===== config.mk =====
export PLATFORM = sky130hd
export DESIGN_NAME = coherence_bus_ctrl_rr
export DESIGN_NICKNAME = d
export VERILOG_FILES = /design/src/rtl/coherence_bus_ctrl_rr.sv
export SDC_FILE = /design/constraint.sdc
export NUM_CORES = 1
export LEC_CHECK = 0
export BUFFER_PORTS_ARGS = -buffer_cell sky130_fd_sc_hd__clkbuf_2
export CORE_AREA = 2 2 341 343
export DETAILED_ROUTE_END_ITERATION = 7
export DIE_AREA = 0 0 343 345
export GPL_TIMING_DRIVEN = 0
export PLACE_DENSITY_LB_ADDON = 0.2
export SKIP_LAST_GASP = 1
export SLEW_MARGIN = 20
export SYNTH_ARGS = -nofsm -noshare
export SYNTH_HDL_FRONTEND = slang
export SYNTH_SLANG_ARGS = --single-unit

===== constraint.sdc =====
create_clock -name clk -period 12.4 [get_ports clk]
set_clock_uncertainty 0.2 [all_clocks]
set_input_delay 2.48 -clock clk [delete_from_list [all_inputs] [get_ports clk]]
set_output_delay 2.48 -clock clk [all_outputs]
set_load 0.03 [all_outputs]

===== src/rtl/coherence_bus_ctrl_rr.sv =====
// Round-robin MSI/E snoop bus controller between CPUS private L1 caches and
// a shared L2 port. Serialises coherence transactions; each one resolves by
// cache-to-cache snoop, L2 fill, L2 writeback or invalidate-upgrade.
module coherence_bus_ctrl_rr #(
  parameter int CPUS       = 4,
  parameter int BLOCK_SIZE = 2,
  parameter int ADDR_W     = 32
) (
  input  logic                               clk,
  input  logic                               nRST,
  input  logic [CPUS-1:0]                    dREN,
  input  logic [CPUS-1:0]                    dWEN,
  input  logic [CPUS*ADDR_W-1:0]             daddr,
  input  logic [CPUS*32*BLOCK_SIZE-1:0]      dstore,
  input  logic [CPUS-1:0]                    cctrans,
  input  logic [CPUS-1:0]                    ccwrite,
  input  logic [CPUS-1:0]                    ccsnoophit,
  input  logic [CPUS-1:0]                    ccsnoopdone,
  input  logic [CPUS-1:0]                    ccdirty,
  output logic [CPUS-1:0]                    dwait,
  output logic [CPUS*32*BLOCK_SIZE-1:0]      dload,
  output logic [CPUS-1:0]                    ccwait,
  output logic [CPUS-1:0]                    ccinv,
  output logic [CPUS-1:0]                    ccexclusive,
  output logic [ADDR_W-1:0]                  ccsnoopaddr,
  output logic                               l2REN,
  output logic                               l2WEN,
  output logic [ADDR_W-1:0]                  l2addr,
  output logic [32*BLOCK_SIZE-1:0]           l2store,
  input  logic [32*BLOCK_SIZE-1:0]           l2load,
  input  logic                               l2ready
);

  localparam int DW = 32 * BLOCK_SIZE;
  localparam int IW = (CPUS > 1) ? $clog2(CPUS) : 1;

  typedef enum logic [2:0] {
    S_IDLE, S_SNOOP, S_WB_L2, S_READ_L2, S_WRITEBACK, S_INVALIDATE, S_DONE
  } state_t;

  typedef enum logic [1:0] {C_WB, C_RD, C_RX, C_UPG} cls_t;

  state_t            state_reg, state_next;
  cls_t              cls_reg;
  logic [IW-1:0]     ptr_reg, req_reg, hitter_reg;
  logic [ADDR_W-1:0] addr_reg;
  logic [CPUS-1:0]   done_reg;
  logic              hit_reg, hdirty_reg;
  logic [DW-1:0]     hdata_reg;
  logic [CPUS*DW-1:0] dload_reg;

  logic [CPUS-1:0]   is_wb, is_rd, is_upg, any_req;
  logic [ADDR_W-1:0] addr_arr [CPUS];
  logic [DW-1:0]     store_arr [CPUS];

  logic              grant_valid;
  logic [IW-1:0]     grant_idx;
  logic [CPUS-1:0]   req_onehot;
  logic              all_done;
  logic              new_hit_valid;
  logic [IW-1:0]     new_hit_idx;
  logic [DW-1:0]     fill_data;

  // Per-CPU request decode and bus slicing
  genvar gi;
  generate
    for (gi = 0; gi < CPUS; gi++) begin : g_cpu
      assign is_wb[gi]     = dWEN[gi];
      assign is_rd[gi]     = dREN[gi] & cctrans[gi];
      assign is_upg[gi]    = ccwrite[gi] & ~cctrans[gi] & dREN[gi];
      assign any_req[gi]   = is_wb[gi] | is_rd[gi] | is_upg[gi];
      assign addr_arr[gi]  = daddr[gi*ADDR_W +: ADDR_W];
      assign store_arr[gi] = dstore[gi*DW +: DW];
    end
  endgenerate

  // Round-robin search starting just after the last winner
  always_comb begin
    grant_valid = 1'b0;
    grant_idx   = '0;
    for (int k = CPUS; k >= 1; k--) begin
      if (any_req[(int'(ptr_reg) + k) % CPUS]) begin
        grant_valid = 1'b1;
        grant_idx   = IW'((int'(ptr_reg) + k) % CPUS);
      end
    end
  end

  // Lowest-index non-requester reporting a hit with its response this cycle
  always_comb begin
    req_onehot          = '0;
    req_onehot[req_reg] = 1'b1;
    new_hit_valid       = 1'b0;
    new_hit_idx         = '0;
    for (int j = CPUS - 1; j >= 0; j--) begin
      if (ccsnoopdone[j] && ccsnoophit[j] && !req_onehot[j]) begin
        new_hit_valid = 1'b1;
        new_hit_idx   = IW'(j);
      end
    end
    // Decision waits for the sticky vector so dones may arrive on any cycles
    all_done  = &(done_reg | req_onehot);
    fill_data = (state_reg == S_READ_L2) ? l2load : hdata_reg;
  end

  // Next-state logic and bus outputs
  always_comb begin
    state_next  = state_reg;
    dwait       = '1;
    ccwait      = '0;
    ccinv       = '0;
    ccexclusive = '0;
    ccsnoopaddr = '0;
    l2REN       = 1'b0;
    l2WEN       = 1'b0;
    l2addr      = '0;
    l2store     = '0;
    case (state_reg)
      S_IDLE: begin
        if (grant_valid) begin
          if (is_wb[grant_idx])      state_next = S_WRITEBACK;
          else if (is_rd[grant_idx]) state_next = S_SNOOP;
          else                       state_next = S_INVALIDATE;
        end
      end
      S_SNOOP: begin
        ccsnoopaddr = addr_reg;
        ccwait      = ~req_onehot;
        if (cls_reg == C_RX) ccinv = ~req_onehot;
        if (all_done) begin
          if (!hit_reg)                              state_next = S_READ_L2;
          else if (cls_reg == C_RD && hdirty_reg)    state_next = S_WB_L2;
          else                                       state_next = S_DONE;
        end
      end
      S_WB_L2: begin
        l2WEN   = 1'b1;
        l2addr  = addr_reg;
        l2store = hdata_reg;
        if (l2ready) state_next = S_DONE;
      end
      S_READ_L2: begin
        l2REN  = 1'b1;
        l2addr = addr_reg;
        if (l2ready) state_next = S_DONE;
      end
      S_WRITEBACK: begin
        l2WEN   = 1'b1;
        l2addr  = addr_reg;
        l2store = store_arr[req_reg];
        if (l2ready) state_next = S_DONE;
      end
      S_INVALIDATE: begin
        ccsnoopaddr = addr_reg;
        ccwait      = ~req_onehot;
        ccinv       = ~req_onehot;
        if (all_done) state_next = S_DONE;
      end
      S_DONE: begin
        dwait[req_reg] = 1'b0;
        ccexclusive[req_reg] = (cls_reg == C_RX) || (cls_reg == C_UPG) ||
                               (cls_reg == C_RD && !hit_reg);
        state_next = S_IDLE;
      end
      default: state_next = S_IDLE;
    endcase
  end

  assign dload = dload_reg;

  // State, latched request, snoop bookkeeping and registered fill data
  always_ff @(posedge clk) begin
    if (nRST) begin
      state_reg  <= S_IDLE;
      ptr_reg    <= IW'(CPUS - 1);
      req_reg    <= '0;
      addr_reg   <= '0;
      cls_reg    <= C_WB;
      done_reg   <= '0;
      hit_reg    <= 1'b0;
      hitter_reg <= '0;
      hdirty_reg <= 1'b0;
      hdata_reg  <= '0;
      dload_reg  <= '0;
    end else begin
      state_reg <= state_next;
      dload_reg <= '0;
      if (state_reg == S_IDLE && grant_valid) begin
        ptr_reg    <= grant_idx;
        req_reg    <= grant_idx;
        addr_reg   <= addr_arr[grant_idx];
        done_reg   <= '0;
        hit_reg    <= 1'b0;
        hitter_reg <= '0;
        hdirty_reg <= 1'b0;
        hdata_reg  <= '0;
        if (is_wb[grant_idx])        cls_reg <= C_WB;
        else if (is_rd[grant_idx])   cls_reg <= ccwrite[grant_idx] ? C_RX : C_RD;
        else                         cls_reg <= C_UPG;
      end
      if (state_reg == S_SNOOP || state_reg == S_INVALIDATE)
        done_reg <= done_reg | (ccsnoopdone & ~req_onehot);
      if (state_reg == S_SNOOP && new_hit_valid &&
          (!hit_reg || new_hit_idx < hitter_reg)) begin
        hit_reg    <= 1'b1;
        hitter_reg <= new_hit_idx;
        hdirty_reg <= ccdirty[new_hit_idx];
        hdata_reg  <= store_arr[new_hit_idx];
      end
      if (state_next == S_DONE && state_reg != S_DONE)
        dload_reg[int'(req_reg)*DW +: DW] <= fill_data;
    end
  end

endmodule


; ---- After elaboration in Yosys (flattened, before gate mapping)
; Cells that the tools add are included.
[totals]
register_bits = 369
latchBits = 0
ramBits = 0
romBits = 0
in_bits = 479
output_inout_bits = 402
wordCells = 194
n_memories = 0
[classes]
add_sub_neg = 5
multipliers = 0
div_mod_pow = 0
order_cmp = 12
n_eq_ne = 11
n_shift = 2
mux = 79
n_bitwise = 38
reduce_logical = 36
[op_table]
columns = operator, count
row1 = 64-bit 2-to-1 mux, 7
row2 = 256-bit bitwise AND, 1
row3 = 64-bit binary-select mux with 2-bit select, 2
row4 = "64-bit by 33-bit variable shift with 256-bit output, first input constant", 1
row5 = 64-bit by 33-bit variable part select with 256-bit output, 1
row6 = 32-bit 2-to-1 mux, 4
row7 = 64-bit case mux with 2 select lines, 1
row8 = 32-bit binary-select mux with 2-bit select, 1
row9 = 8-bit negation with 33-bit output, 1
row10 = 1-bit 2-to-1 mux, 26
row11 = 2-bit 2-to-1 mux, 13
row12 = 3-bit 2-to-1 mux, 8
row13 = 4-bit 2-to-1 mux, 6
row14 = 1-bit binary-select mux with 2-bit select, 8
row15 = "3-bit by 4-bit < comparator with 1-bit output, second input constant", 4
row16 = 1-bit logical AND, 15
row17 = 2-bit OR reduction, 7
row18 = 1-bit bitwise AND, 12
row19 = "3-bit == test, second input constant", 4
row20 = 3-bit case mux with 4 select lines, 1
row21 = "3-bit greater-or-equal comparator, second input constant", 3
row22 = "2-bit by 3-bit < comparator with 1-bit output, second input constant", 3
row23 = 2-bit NOT with 3-bit output, 3
row24 = 4-bit bitwise AND, 2
row25 = 22 further kinds, 49

; ---- Longest topological paths before layout
[depth]
word_depth = 21
mapped_depth = 20
mapped_depth_nobuf = 12

; ---- Least setup slack after synthesis
; No wires, ideal clock.
[synth_timing]
kind = input to output
startpoint = in dstore[192]
endpoint = out l2store[0]
t_arrival_ps = 3214
required_ps = 9720
slack_ps = 6506
cell_stages = 2
n_path_buf = 0
cell_sequence = mux4_2 a22o_1
[synth_between]
elab_chain_len = 4
[synth_rtl]
columns = element, line
row1 = from (decl), 14  ; input logic [CPUS*32*BLOCK_SIZE-1:0] dstore,
row2 = 64-bit binary-select mux with 2-bit select, 150  ; l2store = store_arr[req_reg];
row3 = 64-bit 2-to-1 mux (not written as such) (2 in a row), 150
row4 = 64-bit case mux with 2 select lines, 118  ; case (state_reg)
row5 = to (decl), 29  ; output logic [32*BLOCK_SIZE-1:0] l2store,
; No other way between the ends. The select of a mux whose other input is x is not followed.

; ---- Worst setup path after layout
[layout_timing]
startpoint = reg req_reg[1]
endpoint = reg hdata_reg[14]
[layout_between]
elab_chain_len = 15
word_cells_on_any_way = 31
classes_between = 3 x order compare / 14 x mux / 1 x bitwise / 13 x reduce/logical
[layout_rtl]
columns = element, line
row1 = from (decl), 45  ; logic [IW-1:0] ptr_reg, req_reg, hitter_reg;
row2 = from (signal assigned), 190  ; req_reg <= grant_idx;
row3 = 2-bit by 3-bit < comparator with 1-bit output (not written as such) / 2-bit by 1-bit greater-or-equal comparator with 1-bit output (equally long branches), 92  ; req_onehot[req_reg] = 1'b1;
row4 = 1-bit logical AND (not written as such), 92
row5 = 1-bit 2-to-1 mux (not written as such), 92
row6 = 1-bit demux with 2-bit select *, 92
row7 = 1-bit logical NOT, 96  ; if (ccsnoopdone[j] && ccsnoophit[j] && !req_onehot[j]) begin
row8 = 1-bit logical AND, 96
row9 = 2-bit 2-to-1 mux (4 in a row), 96
row10 = 2-bit NOT with 3-bit output (not written as such), 208  ; hdata_reg <= store_arr[new_hit_idx];
row11 = 64-bit binary-select mux with 2-bit select, 208
row12 = 64-bit 2-to-1 mux (not written as such) (2 in a row), 208
row13 = 64-bit 2-to-1 mux, 203  ; if (state_reg == S_SNOOP && new_hit_valid &&
row14 = to (signal assigned), 208
row15 = to (decl), 49  ; logic [DW-1:0] hdata_reg;
; Mark *: on every way between the ends. The rest lies on a longest branch, timed or not. The select of a mux whose other input is x is not followed.
; A chain may end at the register's enable or synchronous reset.

==> results.cfg <==
[logic_synthesis]
synth_edf_count = 0
ys_seq_area_share_pct = 40.0
synthesis.yosys.warnings = 0
synth_compound_area_share_pct = 12.5
ys_ff_latch = 369
yosys.area_share.simple_pct = 22.8
synth_flop_cell = dfxtp_1
synth_fa_ha_area_share_pct = 0.339
async_flop_share_pct = 0
synth_top_family_by_area = simple AND/OR/NAND/NOR gates
synth_top_area_share_pct = 40.0
synth_xor_area_share_pct = 0
netlist_area_um2 = 18500
synth_mux_area_share_pct = 19.1
synth.distinct_cells = 52
yosys.area.top_type = dfxtp_1
syn_inst = 2017
synth_nets = 2501
avgSynthCellArea_um2 = 9.15
synth_area_leaders = dfxtp_1, mux4_2, mux2_2

[die]
start_util_pct = 16.0
die_area_um2 = 118000
row_count = 125
die_w_um = 343
die_h_um = 345
io_pins = 881
core_um2 = 115000

[route]
drc = 0
wl_per_cell_um = 30.8
totalWireLength_um = 140000
first_iter_violations = 1499
firstDrtPassIters = 7
drt-vias-per-instance = 4.59
drtAntennaViolNets = 0
num_vias = 20800

[timing]
hold_viol_final = 0
setup_slack_ns = 4.09
worstMarginPinSlew_ns = 1.13
rsz0062_at_grt = no
fin_setup_tns_ns = 0
period_share_pct = 67.0
fin_crit_ns = 8.31
maxSlewHeadroom_pct = 25.0
drv_slew = 0
fmax_mhz = 120
finalSetupViolations = 0

[power]
vdd_drop_max_mv = 0.100
p_leak_nw = 11.7
p_switching_mw = 3.31
powerDensity_nw_per_um2 = 245
swShare_pct = 50.3
combPwrFrac_pct = 53.9
p_total_mw = 6.58
cell_internal_pwr_mw = 3.27
power_frac_seq_pct = 21.2
pwr-share-clk_pct = 24.9

[setup_path]
cp-end-kind = flop
reg2reg_depth = 21
cp.arrival_ns = 8.67
required_ns = 12.75
crit_type = reg -> reg
rr_endpoint = hdata_reg[14]
reg2reg_from = req_reg[1]
cp-start-kind = flop
critPathMaxFanout = 12
rrSetupSlack_ns = 4.09

[clocking]
ctsHoldBuffers = 0
clkTransAtPathRegs_ns = 0.06
insertion_delay_ns = 0.62
cts_tree = done
numCtsBuffers = 49
cts_setup_buffers = 0
cts_buffer_depth = 3
cts_resized = 0
htreeDepth = 2
cts.sinks = 369
ctsRootBufferMaster = clkbuf_16

[placement]
gp_congestion = 0.867
dp_cells = 4432
hpwl_um = 116000
dp_slack_ns = 3.48
io_buffer_count = 879

[layout]
fillers = 13000
area_delta_synth_final_pct = 45.9
drive_gt1_share_pct = 40.2
final_cells = 4534
largest_register_ffs = 256
final_nets = 3443
multi_input_area_um2 = 10100
seq_area_um2 = 7390
post-route-util_pct = 23.4

[min_path]
min_from = addr_reg[12]
hp-class = reg -> reg
hold_path_depth = 2
whs_endpoint = addr_reg[12]

[flow_run]
drv_cap = 0

[grt]
grt_usage_pct = 22.7
antenna_found_initial = 42
grt_pass1_vias = 21100
grt_overflow_total = 0
grt_max_degree = 13
grt_first_pass_wirelength_um = 184000

[run_status]
outcome = completed
-- layout make-up --
type,count,share of cell area [%]
Inverter,14,0.195
Buffer,223,3.50
Tap cell,1524,7.08
Antenna cell,14,0.130
Clock buffer,63,5.01
Timing Repair Buffer,891,17.2
Sequential cell,369,27.4
Multi-Input combinational cell,1411,37.7
Clock inverter,25,1.74
-- synth_stat cells, drive strengths merged, types with 13 or more instances --
master,count
a22o,64
nor3,64
clkbuf,166
nor2,84
inv,13
o211ai,34
nor4b,56
a211o,65
nand2,268
nand3,104
mux2i,103
mux4,64
mux2,94
nor4,148
a21oi,111
buf,57
and2,72
dfxtp,369
-- logic make-up after synthesis --
logic type               after synthesis
AO/OA/AOI/OAI                        322
adder cells (fa/ha/maj)                5
buffers and inverters                237
flip-flops                           369
multiplexers                         261
AND/OR/NAND/NOR                      823
-- cells in the final DEF, fill, tap and decap left out, drive strengths merged, types with 14 or more instances in the layout --
cell type     n
a211o        65
a21oi       111
a22o         64
and2         72
buf          69
clkbuf     1108
dfxtp       369
diode        14
inv          16
mux2         94
mux2i       103
mux4         64
nand2       268
nand3       104
nor2         84
nor3         64
nor4        148
nor4b        56
o211ai       34
-- per-layer routing --
metal / vias up / GRT usage [%] / wire length, um / share of wire, %
li1: 9342 / - / - / -
met1: 10300 / 28.4 / 58500 / 42
met2: 981 / 38.4 / 66500 / 48
met3: 173 / 6.19 / 11100 / 7.9
met4: 28 / 5.53 / 3310 / 2.4
met5: - / 0 / 186 / 0.13
-- how the worst max path moves through the flow --
stage,from,end,depth (start not counted)
global placement,req_reg[1],hdata_reg[14],20
finish,req_reg[1],hdata_reg[14],21
detailed placement,ccsnoopdone[0],hdata_reg[14],15
floorplan,dstore[192],l2store[0],2
global route,req_reg[1],hdata_reg[14],21
CTS,req_reg[1],hdata_reg[14],21
-- worst max-delay path, cell delays in order, from the launching register on --
cell      delay, ns
dfxtp_1        0.48
buf_2          0.47
clkbuf_2       0.31
buf_12         0.20
inv_1          0.09
ha_1           0.14
clkbuf_1       0.40
inv_1          0.20
nand3_1        0.17
nand2_1        0.11
a21oi_1        0.81
clkbuf_1       0.74
clkbuf_1       0.77
ha_1           0.23
inv_1          0.04
o21bai_1       0.18
a21o_1         0.14
clkbuf_1       0.74
clkbuf_2       0.65
clkbuf_1       0.69
nand3_1        0.22
a21oi_1        0.19
-- power groups by stage --
stage / registers, mW / logic [mW] / clock network [mW]
final: 1.39 / 3.55 / 1.64
after global routing: 1.41 / 3.77 / 1.71
after CTS: 1.40 / 3.60 / 1.67
after detailed placement: 1.42 / 3.59 / 0
after global placement: 1.42 / 3.53 / 0
after floorplan: 1.36 / 1.92 / 0
-- per-stage QoR --
step           instance area (um2)  hold slack, ns
2_1_floorplan                18500           0.240
3_3_place_gp                 24800           0.253
3_5_place_dp                 25100           0.257
4_1_cts                      26900           0.265
5_1_grt                      26900           0.294
6_report                     26900           0.264
No activity file was read; power rests on OpenSTA's default activity.
